==> src/rtl/redmule_pkg.sv <==
// Shared types and constants for the RedMulE tile scheduler.
package redmule_pkg;

  typedef enum logic [1:0] {
    TS_IDLE   = 2'd0,
    TS_ISSUE  = 2'd1,
    TS_DRAIN  = 2'd2,
    TS_FINISH = 2'd3
  } tile_sched_state_e;

  localparam int unsigned EXP_STRIDE = 64;

endpackage

==> src/rtl/redmule_tile_credit_counter.sv <==
// Outstanding-request credit pool: take on issue, give on completion.
module redmule_tile_credit_counter #(
  parameter int unsigned MAX = 2
) (
  input  logic clk_i,
  input  logic rst_ni,
  input  logic clear_i,
  input  logic take,
  input  logic give,
  output logic avail,
  output logic full,
  output logic err
);

  localparam int unsigned CW = $clog2(MAX + 1);

  logic [CW-1:0] cnt_q, cnt_d;

  assign full  = (cnt_q == CW'(MAX));
  assign avail = (cnt_q != '0);
  // A completion with nothing outstanding is dropped and flagged.
  assign err   = give && !take && full;

  always_comb begin
    cnt_d = cnt_q;
    if (clear_i) begin
      cnt_d = CW'(MAX);
    end else if (take && !give) begin
      cnt_d = cnt_q - CW'(1);
    end else if (give && !take && !full) begin
      cnt_d = cnt_q + CW'(1);
    end
  end

  always_ff @(posedge clk_i or negedge rst_ni) begin
    if (!rst_ni) begin
      cnt_q <= CW'(MAX);
    end else begin
      cnt_q <= cnt_d;
    end
  end

endmodule

==> src/rtl/redmule_tile_scheduler.sv <==
// Walks the col/w/row tile loops and issues credit-limited memory requests.
// Optional exponent addressing enabled by REDMULE_TILE_SCHED_MX_EN.
module redmule_tile_scheduler
  import redmule_pkg::*;
#(
  parameter int unsigned W               = 12,
  parameter int unsigned MAX_OUTSTANDING = 2,
  parameter int unsigned ADDR_W          = 32,
  parameter int unsigned CNT_W           = 16,
  parameter int unsigned JMP             = 64
) (
  input  logic              clk_i,
  input  logic              rst_ni,
  input  logic              clear_i,
  input  logic              start_i,
  input  logic [ADDR_W-1:0] x_base_i,
  input  logic [ADDR_W-1:0] x_rows_offs_i,
  input  logic [CNT_W-1:0]  cols_iters_i,
  input  logic [CNT_W-1:0]  w_iters_i,
  input  logic [CNT_W-1:0]  rows_iters_i,
  input  logic [7:0]        leftover_rows_i,
  input  logic [ADDR_W-1:0] exp_base_i,
  output logic              req_valid_o,
  input  logic              req_ready_i,
  output logic [ADDR_W-1:0] req_addr_o,
  output logic [7:0]        req_len_o,
  output logic              req_last_o,
  output logic [ADDR_W-1:0] exp_addr_o,
  input  logic              done_i,
  output logic              busy_o,
  output logic              done_o,
  output logic              err_o
);

  tile_sched_state_e state_q, state_d;
  logic [CNT_W-1:0]  col_q, col_d, w_q, w_d, row_q, row_d;
  logic [ADDR_W-1:0] cols_offs_q, cols_offs_d, rows_offs_q, rows_offs_d;
  logic              err_q, err_d;
  logic              credit_avail, credit_full, credit_err;
  logic              col_max, w_max, row_max, any_zero, xfer;

  assign col_max  = (col_q == cols_iters_i - CNT_W'(1));
  assign w_max    = (w_q == w_iters_i - CNT_W'(1));
  assign row_max  = (row_q == rows_iters_i - CNT_W'(1));
  assign any_zero = (cols_iters_i == '0) || (w_iters_i == '0) || (rows_iters_i == '0);

  assign req_valid_o = (state_q == TS_ISSUE) && credit_avail;
  assign xfer        = req_valid_o && req_ready_i;
  assign req_addr_o  = x_base_i + rows_offs_q + cols_offs_q;
  assign req_len_o   = (row_max && (leftover_rows_i != '0)) ? leftover_rows_i : 8'(W);
  assign req_last_o  = (state_q == TS_ISSUE) && col_max && w_max && row_max;
  assign busy_o      = (state_q == TS_ISSUE) || (state_q == TS_DRAIN);
  assign done_o      = (state_q == TS_FINISH);
  assign err_o       = err_q;

  redmule_tile_credit_counter #(
    .MAX (MAX_OUTSTANDING)
  ) u_credit (
    .clk_i   (clk_i),
    .rst_ni  (rst_ni),
    .clear_i (clear_i),
    .take    (xfer),
    .give    (done_i),
    .avail   (credit_avail),
    .full    (credit_full),
    .err     (credit_err)
  );

  always_comb begin
    state_d     = state_q;
    col_d       = col_q;
    w_d         = w_q;
    row_d       = row_q;
    cols_offs_d = cols_offs_q;
    rows_offs_d = rows_offs_q;
    err_d       = err_q | credit_err;
    if (clear_i) begin
      state_d     = TS_IDLE;
      col_d       = '0;
      w_d         = '0;
      row_d       = '0;
      cols_offs_d = '0;
      rows_offs_d = '0;
      err_d       = 1'b0;
    end else begin
      case (state_q)
        TS_IDLE: begin
          if (start_i) begin
            // Starting clears the sticky error, but a same-cycle spurious completion still counts.
            err_d       = credit_err;
            col_d       = '0;
            w_d         = '0;
            row_d       = '0;
            cols_offs_d = '0;
            rows_offs_d = '0;
            state_d     = any_zero ? TS_FINISH : TS_ISSUE;
          end
        end
        TS_ISSUE: begin
          if (xfer) begin
            if (col_max) begin
              col_d       = '0;
              cols_offs_d = '0;
              if (w_max) begin
                w_d = '0;
                if (row_max) begin
                  row_d       = '0;
                  rows_offs_d = '0;
                end else begin
                  row_d       = row_q + CNT_W'(1);
                  rows_offs_d = rows_offs_q + x_rows_offs_i;
                end
              end else begin
                w_d = w_q + CNT_W'(1);
              end
            end else begin
              col_d       = col_q + CNT_W'(1);
              cols_offs_d = cols_offs_q + ADDR_W'(JMP);
            end
            if (req_last_o) begin
              state_d = TS_DRAIN;
            end
          end
        end
        TS_DRAIN: begin
          if (credit_full) begin
            state_d = TS_FINISH;
          end
        end
        TS_FINISH: state_d = TS_IDLE;
        default:   state_d = TS_IDLE;
      endcase
    end
  end

  always_ff @(posedge clk_i or negedge rst_ni) begin
    if (!rst_ni) begin
      state_q     <= TS_IDLE;
      col_q       <= '0;
      w_q         <= '0;
      row_q       <= '0;
      cols_offs_q <= '0;
      rows_offs_q <= '0;
      err_q       <= 1'b0;
    end else begin
      state_q     <= state_d;
      col_q       <= col_d;
      w_q         <= w_d;
      row_q       <= row_d;
      cols_offs_q <= cols_offs_d;
      rows_offs_q <= rows_offs_d;
      err_q       <= err_d;
    end
  end

`ifdef REDMULE_TILE_SCHED_MX_EN
  logic [ADDR_W-1:0] idx_q, idx_d;

  always_comb begin
    idx_d = idx_q;
    if (clear_i || ((state_q == TS_IDLE) && start_i)) begin
      idx_d = '0;
    end else if (xfer) begin
      idx_d = idx_q + ADDR_W'(1);
    end
  end

  always_ff @(posedge clk_i or negedge rst_ni) begin
    if (!rst_ni) begin
      idx_q <= '0;
    end else begin
      idx_q <= idx_d;
    end
  end

  assign exp_addr_o = (state_q == TS_ISSUE) ? exp_base_i + idx_q * ADDR_W'(EXP_STRIDE) : '0;
`else
  logic unused_exp_base;
  assign unused_exp_base = ^exp_base_i;
  assign exp_addr_o      = '0;
`endif

endmodule

==> config.mk <==
export PLATFORM = sky130hd
export DESIGN_NAME = redmule_tile_scheduler
export DESIGN_NICKNAME = d
export VERILOG_FILES = /design/src/rtl/redmule_pkg.sv /design/src/rtl/redmule_tile_credit_counter.sv /design/src/rtl/redmule_tile_scheduler.sv
export SDC_FILE = /design/constraint.sdc
export NUM_CORES = 1
export LEC_CHECK = 0
export CORE_ASPECT_RATIO = 0.9
export CORE_MARGIN = 2
export CORE_UTILIZATION = 48
export CTS_CLUSTER_SIZE = 30
export DETAILED_ROUTE_END_ITERATION = 12
export HOLD_SLACK_MARGIN = 0.06
export PLACE_DENSITY = 0.84
export SYNTH_ARGS = -nofsm -noshare
export SYNTH_HDL_FRONTEND = slang
export SYNTH_SLANG_ARGS = --single-unit
==> constraint.sdc <==
create_clock -name clk_i -period 4.8 [get_ports clk_i]
set_input_delay 0.96 -clock clk_i [delete_from_list [all_inputs] [get_ports clk_i]]
set_output_delay 0.96 -clock clk_i [all_outputs]
set_load 0.005 [all_outputs]
### Word level (Yosys, flattened, before mapping)

Cells that the tools add are included.

| cells by class | value |
|---|---|
| $add $sub $neg | 12 |
| eq/ne operators | 13 |
| mux-type cells | 41 |
| bitwise operators | 1 |
| reductions and logical operators | 28 |

Operators with widths:

| kind | number |
|---|---|
| 32-bit 2-to-1 mux | 9 |
| 16-bit 2-to-1 mux | 13 |
| 32-bit one-hot mux with 2 select lines | 2 |
| 32-bit adder | 3 |
| 16-bit one-hot mux with 2 select lines | 3 |
| 16-bit by 1-bit adder with 16-bit output, second input constant | 3 |
| 16-bit == test | 3 |
| 16-bit logical NOT | 3 |
| 16-bit by 1-bit subtractor with 16-bit output, second input constant | 3 |
| 32-bit by 7-bit adder with 32-bit output, second input constant | 1 |
| 2-bit 2-to-1 mux | 9 |
| 3-bit != test, second input constant | 4 |
| 1-bit logical AND | 10 |
| 8-bit 2-to-1 mux | 1 |
| 2-bit one-hot mux with 4 select lines | 1 |
| 4-bit AND reduction | 2 |
| 8-bit nonzero test | 1 |
| 2-bit == test, second input constant | 3 |
| 3-bit by 2-bit != test with 1-bit output, second input constant | 2 |
| 3-bit nonzero test | 2 |
| 5-bit AND reduction | 1 |
| 1-bit logical NOT | 3 |
| 1-bit logical OR | 3 |
| 1-bit 2-to-1 mux | 3 |
| other kinds (7) | 7 |

| storage, ports and cells | value |
|---|---|
| register bits after elaboration | 117 |
| input bits | 158 |
| output and inout bits | 77 |
| logic and storage cells | 103 |

### Longest topological paths before layout

Gate-level depths: netlist of run 1.

| depth | value |
|---|---|
| word-level depth | 10 |
| depth in mapped cells | 14 |
| depth with buffers taken out | 13 |

### Hierarchy

Synthesis of run 1 repeated with hierarchy kept, for this count alone.

| second synthesis, totals | value |
|---|---|
| cell total of the unflattened synthesis | 1240 |
| area total of the unflattened synthesis | 10428.8 sq um |

Modules (own cells, without submodules):

| module | times used | cells each | area each (sq um) | seq. area each (sq um) |
|---|---|---|---|---|
| redmule_tile_scheduler | 1 | 1224 | 10282.4 | 2727.6 |
| redmule_tile_credit_counter | 1 | 16 | 146.4 | 51.3 |

### Worst setup path before layout of run 1

No wires, ideal clock.

| timing path | value |
|---|---|
| path kind | input to output |
| start | input port x_base_i[17] |
| end | output port req_addr_o[30] |
| arrival | 4.000 ns |
| required time | 3.840 ns |
| setup slack | -0.160 ns |
| stages on the path | 11 |
| cell sequence | fa_1 -> ha_1 -> a2111oi_0 -> o21ai_0 -> a31o_2 -> a21o_1 -> a21oi_1 -> a21oi_1 -> a2111oi_0 -> a21oi_1 -> xor2_1 |

| on the way | value |
|---|---|
| word-level cells in the longest chain between the ends | 2 |

RTL lines:

| what | line | text |
|---|---|---|
| start, declared | redmule_tile_scheduler.sv:16 | `input logic [ADDR_W-1:0] x_base_i,` |
| 32-bit adder (2 in series) | redmule_tile_scheduler.sv:49 | `assign req_addr_o = x_base_i + rows_offs_q + cols_offs_q;` |
| end, declared | redmule_tile_scheduler.sv:25 | `output logic [ADDR_W-1:0] req_addr_o,` |

No other way between the ends.

### Final worst setup path of run 1

| timing path | value |
|---|---|
| start | input port x_base_i[11] |
| end | output port req_addr_o[28] |

The elaborated chain is that of the path after synthesis.

==> results of run 1 <==
==> worst max-delay path, stage by stage <==
cell and delay [ns]:
buf_2 0.11, fa_1 0.62, ha_4 0.24, a21o_1 0.16
a21o_1 0.19, a21oi_4 0.16, buf_4 0.12, o211ai_1 0.09
buf_4 0.18, buf_4 0.14, nand3_2 0.09, a21oi_2 0.09
a2111oi_4 0.34, buf_4 0.19, xnor2_2 0.09, buf_2 0.12
==> final timing paths <==
check,startpoint,end,slack (ns),depth (start not counted)
worst max register to register,row_q[6],row_q[3],0.91,24
worst min-delay path,err_o,err_o,0.53,2
max in group asynchronous,rst_ni,w_q[7],3.20,2
min in group asynchronous,rst_ni,rows_offs_q[2],0.66,1
worst min register to register,err_o,err_o,0.53,2
worst max-delay path,x_base_i[11],req_addr_o[28],-0.04,16
==> kinds of logic (layout without fill, tap and decap cells) <==
group,Yosys count,after routing
AOI/OAI and AO/OA,331,331
xor gates and xnor gates,140,140
adders and majority gates,105,105
buffers and inverters,110,416
DFF,111,111
muxes,10,10
other,1,33
and+or+nand+nor,490,490
==> through the flow <==
stage | std cells | setup slack [ns] | power (W) | area [sq um] | hold WS [ns]
3_3_place_gp | 1868 | -0.939 | 0.00191 | 13800 | 0.482
2_1_floorplan | 1329 | 0.0193 | 0.00154 | 11100 | 0.464
4_1_cts | 1917 | 0.0000462 | 0.00273 | 14600 | 0.531
6_report | 1933 | -0.0383 | 0.00276 | 15100 | 0.534
5_1_grt | 1933 | -0.139 | 0.00290 | 15100 | 0.568
3_5_place_dp | 1868 | -0.929 | 0.00194 | 13800 | 0.516
==> flip-flops by register name, indices dropped and copies added, names as in the netlist <==
signal          flops
col_q              16
err_o               1
u_credit.cnt_q      2
rows_offs_q        32
cols_offs_q        26
w_q                16
state_q             2
row_q              16
==> cells in the final DEF, fill, tap and decap left out, types with 14 or more instances in the layout <==
| master | instances |
|---|---|
| a21o_1 | 41 |
| nor2_1 | 121 |
| xor2_1 | 62 |
| ha_1 | 53 |
| o21bai_1 | 14 |
| nor3_1 | 33 |
| clkdlybuf4s50_1 | 124 |
| buf_4 | 189 |
| o21ai_0 | 91 |
| dfrtp_1 | 110 |
| inv_1 | 37 |
| nand2b_1 | 22 |
| dlymetal6s2s_1 | 17 |
| nand4_1 | 24 |
| a21oi_1 | 48 |
| nand2_1 | 108 |
| nand3_1 | 36 |
| xnor2_1 | 74 |
| ha_4 | 22 |
| and3_1 | 36 |
| conb_1 | 32 |
| fa_1 | 21 |
==> layer usage <==
metal	vias to the layer above	global-route usage [%]
li1	5289	-
met1	5360	34.3
met3	108	3.59
met4	0	10.0
met5	-	0
met2	486	46.4
==> report_power, final <==
part / switching, W / internal (W)
registers: 0.0000254 / 0.000953
clock network: 0.000390 / 0.000376
logic: 0.000568 / 0.000448
total: 0.000984 / 0.00178
==> layout make-up <==
type	count	area, sq um
diodes	1	2.50
clock buffers	10	239
clock inverters	6	52.6
fillers	1690	7380
inverters	38	143
multi-input cells	1108	8370
flip-flops and latches	111	2780
well taps	297	372
repair buffers	362	3120
==> repair_timing <==
action,4_1_cts,5_1_grt
buffers inserted,34,15
setup endpoints to repair,32,42
gates cloned,0,1
pin swaps,62,61
resized for setup,134,77
==> summary.md, run 1 <==
| Metric | Value |
|---|---|
| Status | finished, violations left |
| Failing checks | setup timing |
| Worst setup margin | -0.0383 ns |
| Total die area | about 24000 sq um |
| # Max-Cap Violations | 0 |
| H-tree Lvls | 3 |
| Met1 WL | 13800 um |
| Achievable clock frequency | 207 MHz |
| I/O pins | between 200 and 250 |
| Critical Path RT | 3.84 ns |
| CTS Buffer Depth | 2 |
| Post-synthesis adder-cell area fraction | around 14% |
| Worst EP arrival | ~3.9 ns |
| Routed met2 length | 16300 um |
| Worst-skew pair later-pin latency | 0.36 ns |
| Final net count | 1893 |
| PortBufs | 170 |
| Main combinational cell family by area after synthesis | simple AND/OR/NAND/NOR gates |
| Final wirelength | 33200 um |
| Period Utilization, post-route | 101% |
| First-pass DRT Iterations | 5 |
| Worst setup SP type | input port |
| Crit end category | output port |
| 1st-iter DRT viols | 806 |
| Top FF cell, synth | dfrtp_1 |
| Synth warnings | 0 |
| Initial antenna violation count | 1 |
| Count leader, synth | nor2_1 |
| Wire length per cell | 17.2 um |
| Mapped cell area | 11000 sq um |
| Post-synthesis cell type count | 85 |
| Cell Rows | 52 |
| Share of layout cells above drive strength 1 | 21.3% |
| Sequential area share after synthesis | 25.4% |
| First-pass GRT wire length | 52800 um |
| EDFF count, synth | 0 |
| Tightest Pin Transition | just under 0.8 ns |
| Crit Path Max Fanout | 2 |
| Final Slew Violations | 0 |
| Area grow syn2layout | 37.6% |
| Leakage | 7.09 nW |
| Post-route ant nets | 0 |
| Starting Density | 48.8% |
| Vias per inst | 5.82 |
| Total GRT Usage | 26.9% |
| Synth area leader | dfrtp_1 |
| CTS tree | done |
| Vias in the first global route | 11100 |
| Clk_skew | ~0.011 ns |
| GRT overflow | 0 |
| Routability cong. | 0.895 |
| Worst min path class | flop to flop |
| Top Metal Used | met4 |
| Met3 wire len | approximately 2000 um |
| Num CTS Buffers | 9 |
| RSZ-0062 raised after global routing | true |
| Via count | 11200 |
| Async SR Flop Fraction | 100% |
| Hold Fails Final Rpt | 0 |
| Post-synthesis mux area share | 1.01% |
| Setup TNS | -0.0894 ns |
| Post-synthesis xor/xnor area fraction | 11.3% |
| FF+latch count, synth | 111 |
| Die Width | 163 um |
| Slew Limit Headroom | 48.4% |
| Die height | 147 um |
| CP Class | input port to output port |
| Complex-gate fraction of the synthesized area | 19.9% |
| Area contributors post-synth | dfrtp_1, ha_1, xnor2_1 |
| Clock transition at path regs | about 0.080 ns |
| Final setup viols | 3 |
| VDD IR max | around 0.26 mV |
| Cts hold-fix bufs | 0 |
| Post-layout min period | approximately 4.8 ns |
| Pin count of the biggest net entering global routing | 54 |
| PD cells | 183 nW/um^2 |
| Clock sinks | 111 |
| Synthesized area per cell | 8.44 sq um |
| Syn Inst Count | ~1300 |
| Core Box Area | between 20000 and 25000 sq um |
| # DRC | 0 |
| Clk root buf | clkbuf_16 |
| Share of the synthesized area in the top cell type | approximately a quarter |
| DPL Wire Length | 23500 um |
| Synth cell count leaders | nor2_1, dfrtp_1, nand2_1, o21ai_0, ha_1 |
| Util after Layout | 67.1% |
| Synth Area in Simple Gates | 23.1% |
No activity file was read; power rests on OpenSTA's default activity.
==> run 2, diff against run 1 <==
- RECOVER_POWER: default -> 50
==> run 2 against run 1 <==
Net effect:
- the run ends with capacitance limit, slew limit, setup timing left
- final area is 0.13% lower
- critical path depth stayed put
- global-route usage stayed put
- hold slack worse by 0.0035 ns
- via count is 0.27% higher
- clock-buffer cell count stayed put
- fmax hardly changed
- die area stayed put
==> summary.md, run 2 (same netlist as run 1, synthesis figures left out) <==
| Metric | Value |
|---|---|
| Period Utilization, post-route | 101% (about the same) |
| Largest regs | rows_offs_q x32, cols_offs_q x26 (unchanged) |
| Achievable clock frequency | 207 MHz (about the same) |
| Pin count of the biggest net entering global routing | 54 (unchanged) |
| Clock transition at path regs | 0.08 ns (about the same) |
| Hold Fails Final Rpt | 0 (unchanged) |
| Status | finished, violations left (unchanged) |
| Post-route ant nets | 0 (unchanged) |
| Final wirelength | 33300 um (was 33200 um) |
| Wire length per cell | 17.2 um (about the same) |
| Dpl ws | -0.929 ns (unchanged) |
| Leakage | 7.09 nW (about the same) |
| Vias in the first global route | 11100 (unchanged) |
| Final setup viols | 3 (unchanged) |
| Max reg flops | 32 (unchanged) |
| Max incr delay on CP | 0.62 ns (about the same) |
| Area grow syn2layout | 37.4% (was 37.6%) |
| Worst setup margin | -0.0365 ns (was -0.0383 ns) |
| # Max-Cap Violations | 1 (was 0) |
| First-pass GRT wire length | 52800 um (unchanged) |
| Initial antenna violation count | 1 (unchanged) |
| Crit-path most repeated cell | buf_4 (unchanged) |
| GRT overflow | 0 (unchanged) |
| Post-route cell area | 15100 sq um (about the same) |
| Dpl cell area | 13800 sq um (unchanged) |
| First-pass DRT Iterations | 5 (unchanged) |
| Most frequent cells in the layout | buf_4, nor2_1, clkdlybuf4s50_1 (was buf_4, clkdlybuf4s50_1, nor2_1) |
| Worst min path class | flop to flop (unchanged) |
| Vias per inst | 5.83 (was 5.82) |
| RSZ-0062 raised after global routing | true (unchanged) |
| Clk_skew | 0.0112 ns (was 0.0108 ns) |
| PD cells | 183 nW/um^2 (about the same) |
| CP Class | input port to output port (unchanged) |
| Cell Rows | 52 (unchanged) |
| H-tree Lvls | 3 (unchanged) |
| I/O pins | 235 (unchanged) |
| CTS tree | done (unchanged) |
| Total GRT Usage | 26.9% (unchanged) |
| Worst setup SP type | input port (unchanged) |
| Cts hold-fix bufs | 0 (unchanged) |
| Post-layout min period | 4.84 ns (about the same) |
| Core Box Area | 22400 sq um (unchanged) |
| Num CTS Buffers | 9 (unchanged) |
| Final Slew Violations | 54 (was 0) |
| Slew Limit Headroom | -118% (was 48.4%) |
| Total die area | 24000 sq um (unchanged) |
| 1st-iter DRT viols | 887 (was 806) |
| Worst-skew pair later-pin latency | 0.36 ns (about the same) |
| Worst-path cell chain | buf_2, fa_1, ha_4, a21o_1, a21o_1, a21oi_4, buf_4, o211ai_1, buf_4, buf_4, nand3_2, a21oi_2, a2111oi_4, buf_4, xnor2_2, buf_2 (unchanged) |
| DPL Wire Length | 23500 um (unchanged) |
| Worst path slowest cell | fa_1 (unchanged) |
| Crit end category | output port (unchanged) |
| PortBufs | 170 (unchanged) |
| Starting Density | 48.8% (unchanged) |
| VDD IR max | 0.262 mV (was 0.263 mV) |
| CTS Buffer Depth | 2 (unchanged) |
| Share of layout cells above drive strength 1 | 21.2% (was 21.3%) |
| Via count | 11300 (was 11200) |
| Final net count | 1893 (unchanged) |
| Die height | 147 um (unchanged) |
| Worst EP arrival | 3.88 ns (about the same) |
| Critical Path RT | 3.84 ns (about the same) |
| FILL cells | 1696 (was 1690) |
| Die Width | 163 um (unchanged) |
| Routability cong. | 0.895 (unchanged) |
| Biggest register | rows_offs_q (unchanged) |
| Failing checks | capacitance limit, slew limit, setup timing (was setup timing) |
| Crit Path Max Fanout | 2 (unchanged) |
| Tightest Pin Transition | 3.27 ns (was 0.774 ns) |
| Clock sinks | 111 (unchanged) |
| Clk root buf | clkbuf_16 (unchanged) |
| # DRC | 0 (unchanged) |
| Commonest non-fill, non-tap cell in the layout | buf_4 (unchanged) |
[run 2: cell types whose count changed in the layout (fill, tap and decap cells not counted), sizes merged]
cell,delta
clkdlybuf4s50,-8
dlygate4sd3,+8
buf,-5
clkbuf,+5
[run 2: layer usage]
metal / GRT usage, % / part of all wire, % / vias up
met1: 34.3 / 41 / 5365
met4: 10.0 / 3.4 / 0
met5: 0 / 0 / -
li1: - / - / 5295
met2: 46.4 / 49 / 510
met3: 3.59 / 6.2 / 103
[run 2: layout make-up]
| type | count | area (sq um) | share of cell area (%) |
|---|---|---|---|
| diodes | 1 | 2.50 | 0.0166 |
| clock buffers | 10 | 239 | 1.59 |
| clock inverters | 6 | 52.6 | 0.349 |
| inverters | 38 | 143 | 0.948 |
| multi-input cells | 1108 | 8360 | 55.6 |
| flip-flops and latches | 111 | 2780 | 18.5 |
| well taps | 297 | 372 | 2.47 |
| repair buffers | 362 | 3100 | 20.6 |
[run 2: metrics by stage]
stage | power [W] | utilization (%) | hold slack (ns) | TNS, ns | std cells
floorplan | 0.00154 | - | 0.464 | 0 | 1329
global placement | 0.00191 | 61.4 | 0.482 | -13.74 | 1868
detailed placement | 0.00194 | 61.4 | 0.516 | -15.54 | 1868
CTS | 0.00273 | 65.1 | 0.531 | 0 | 1917
global route | 0.00289 | 67.1 | 0.568 | -1.27 | 1933
finish | 0.00275 | 67.1 | 0.530 | -0.0882 | 1933
[run 2: worst paths after layout]
check	cells past startpoint	slack, ns	start	to
max in group asynchronous	2	0.97	rst_ni	w_q[7]
hold / removal	2	0.53	err_o	err_o
hold reg to reg	2	0.53	err_o	err_o
min in group asynchronous	1	1.68	rst_ni	rows_offs_q[3]
setup reg to reg	24	0.91	row_q[6]	row_q[3]
setup / recovery	16	-0.04	x_base_i[11]	req_addr_o[28]
[run 2: report_power, final]
group	switching, W	total, W	internal, W
Combinational	0.000568	0.00101	0.000440
Sequential	0.0000253	0.000978	0.000953
Clock	0.000391	0.000768	0.000376
[run 2: repair_timing]
item / 4_1_cts / 5_1_grt
resized for setup: 134 / 77
pin swaps: 62 / 61
setup buffers: 34 / 15
gates cloned: 0 / 1
setup endpoints to repair: 32 / 42
[run 2: critical path, delay by kind of cell]
family,cells,cell delay [ns]
compound gates,6,1.03
simple gates,1,0.09
xor+xnor,1,0.09
buf+inv,6,0.85
fa+ha+maj,2,0.86
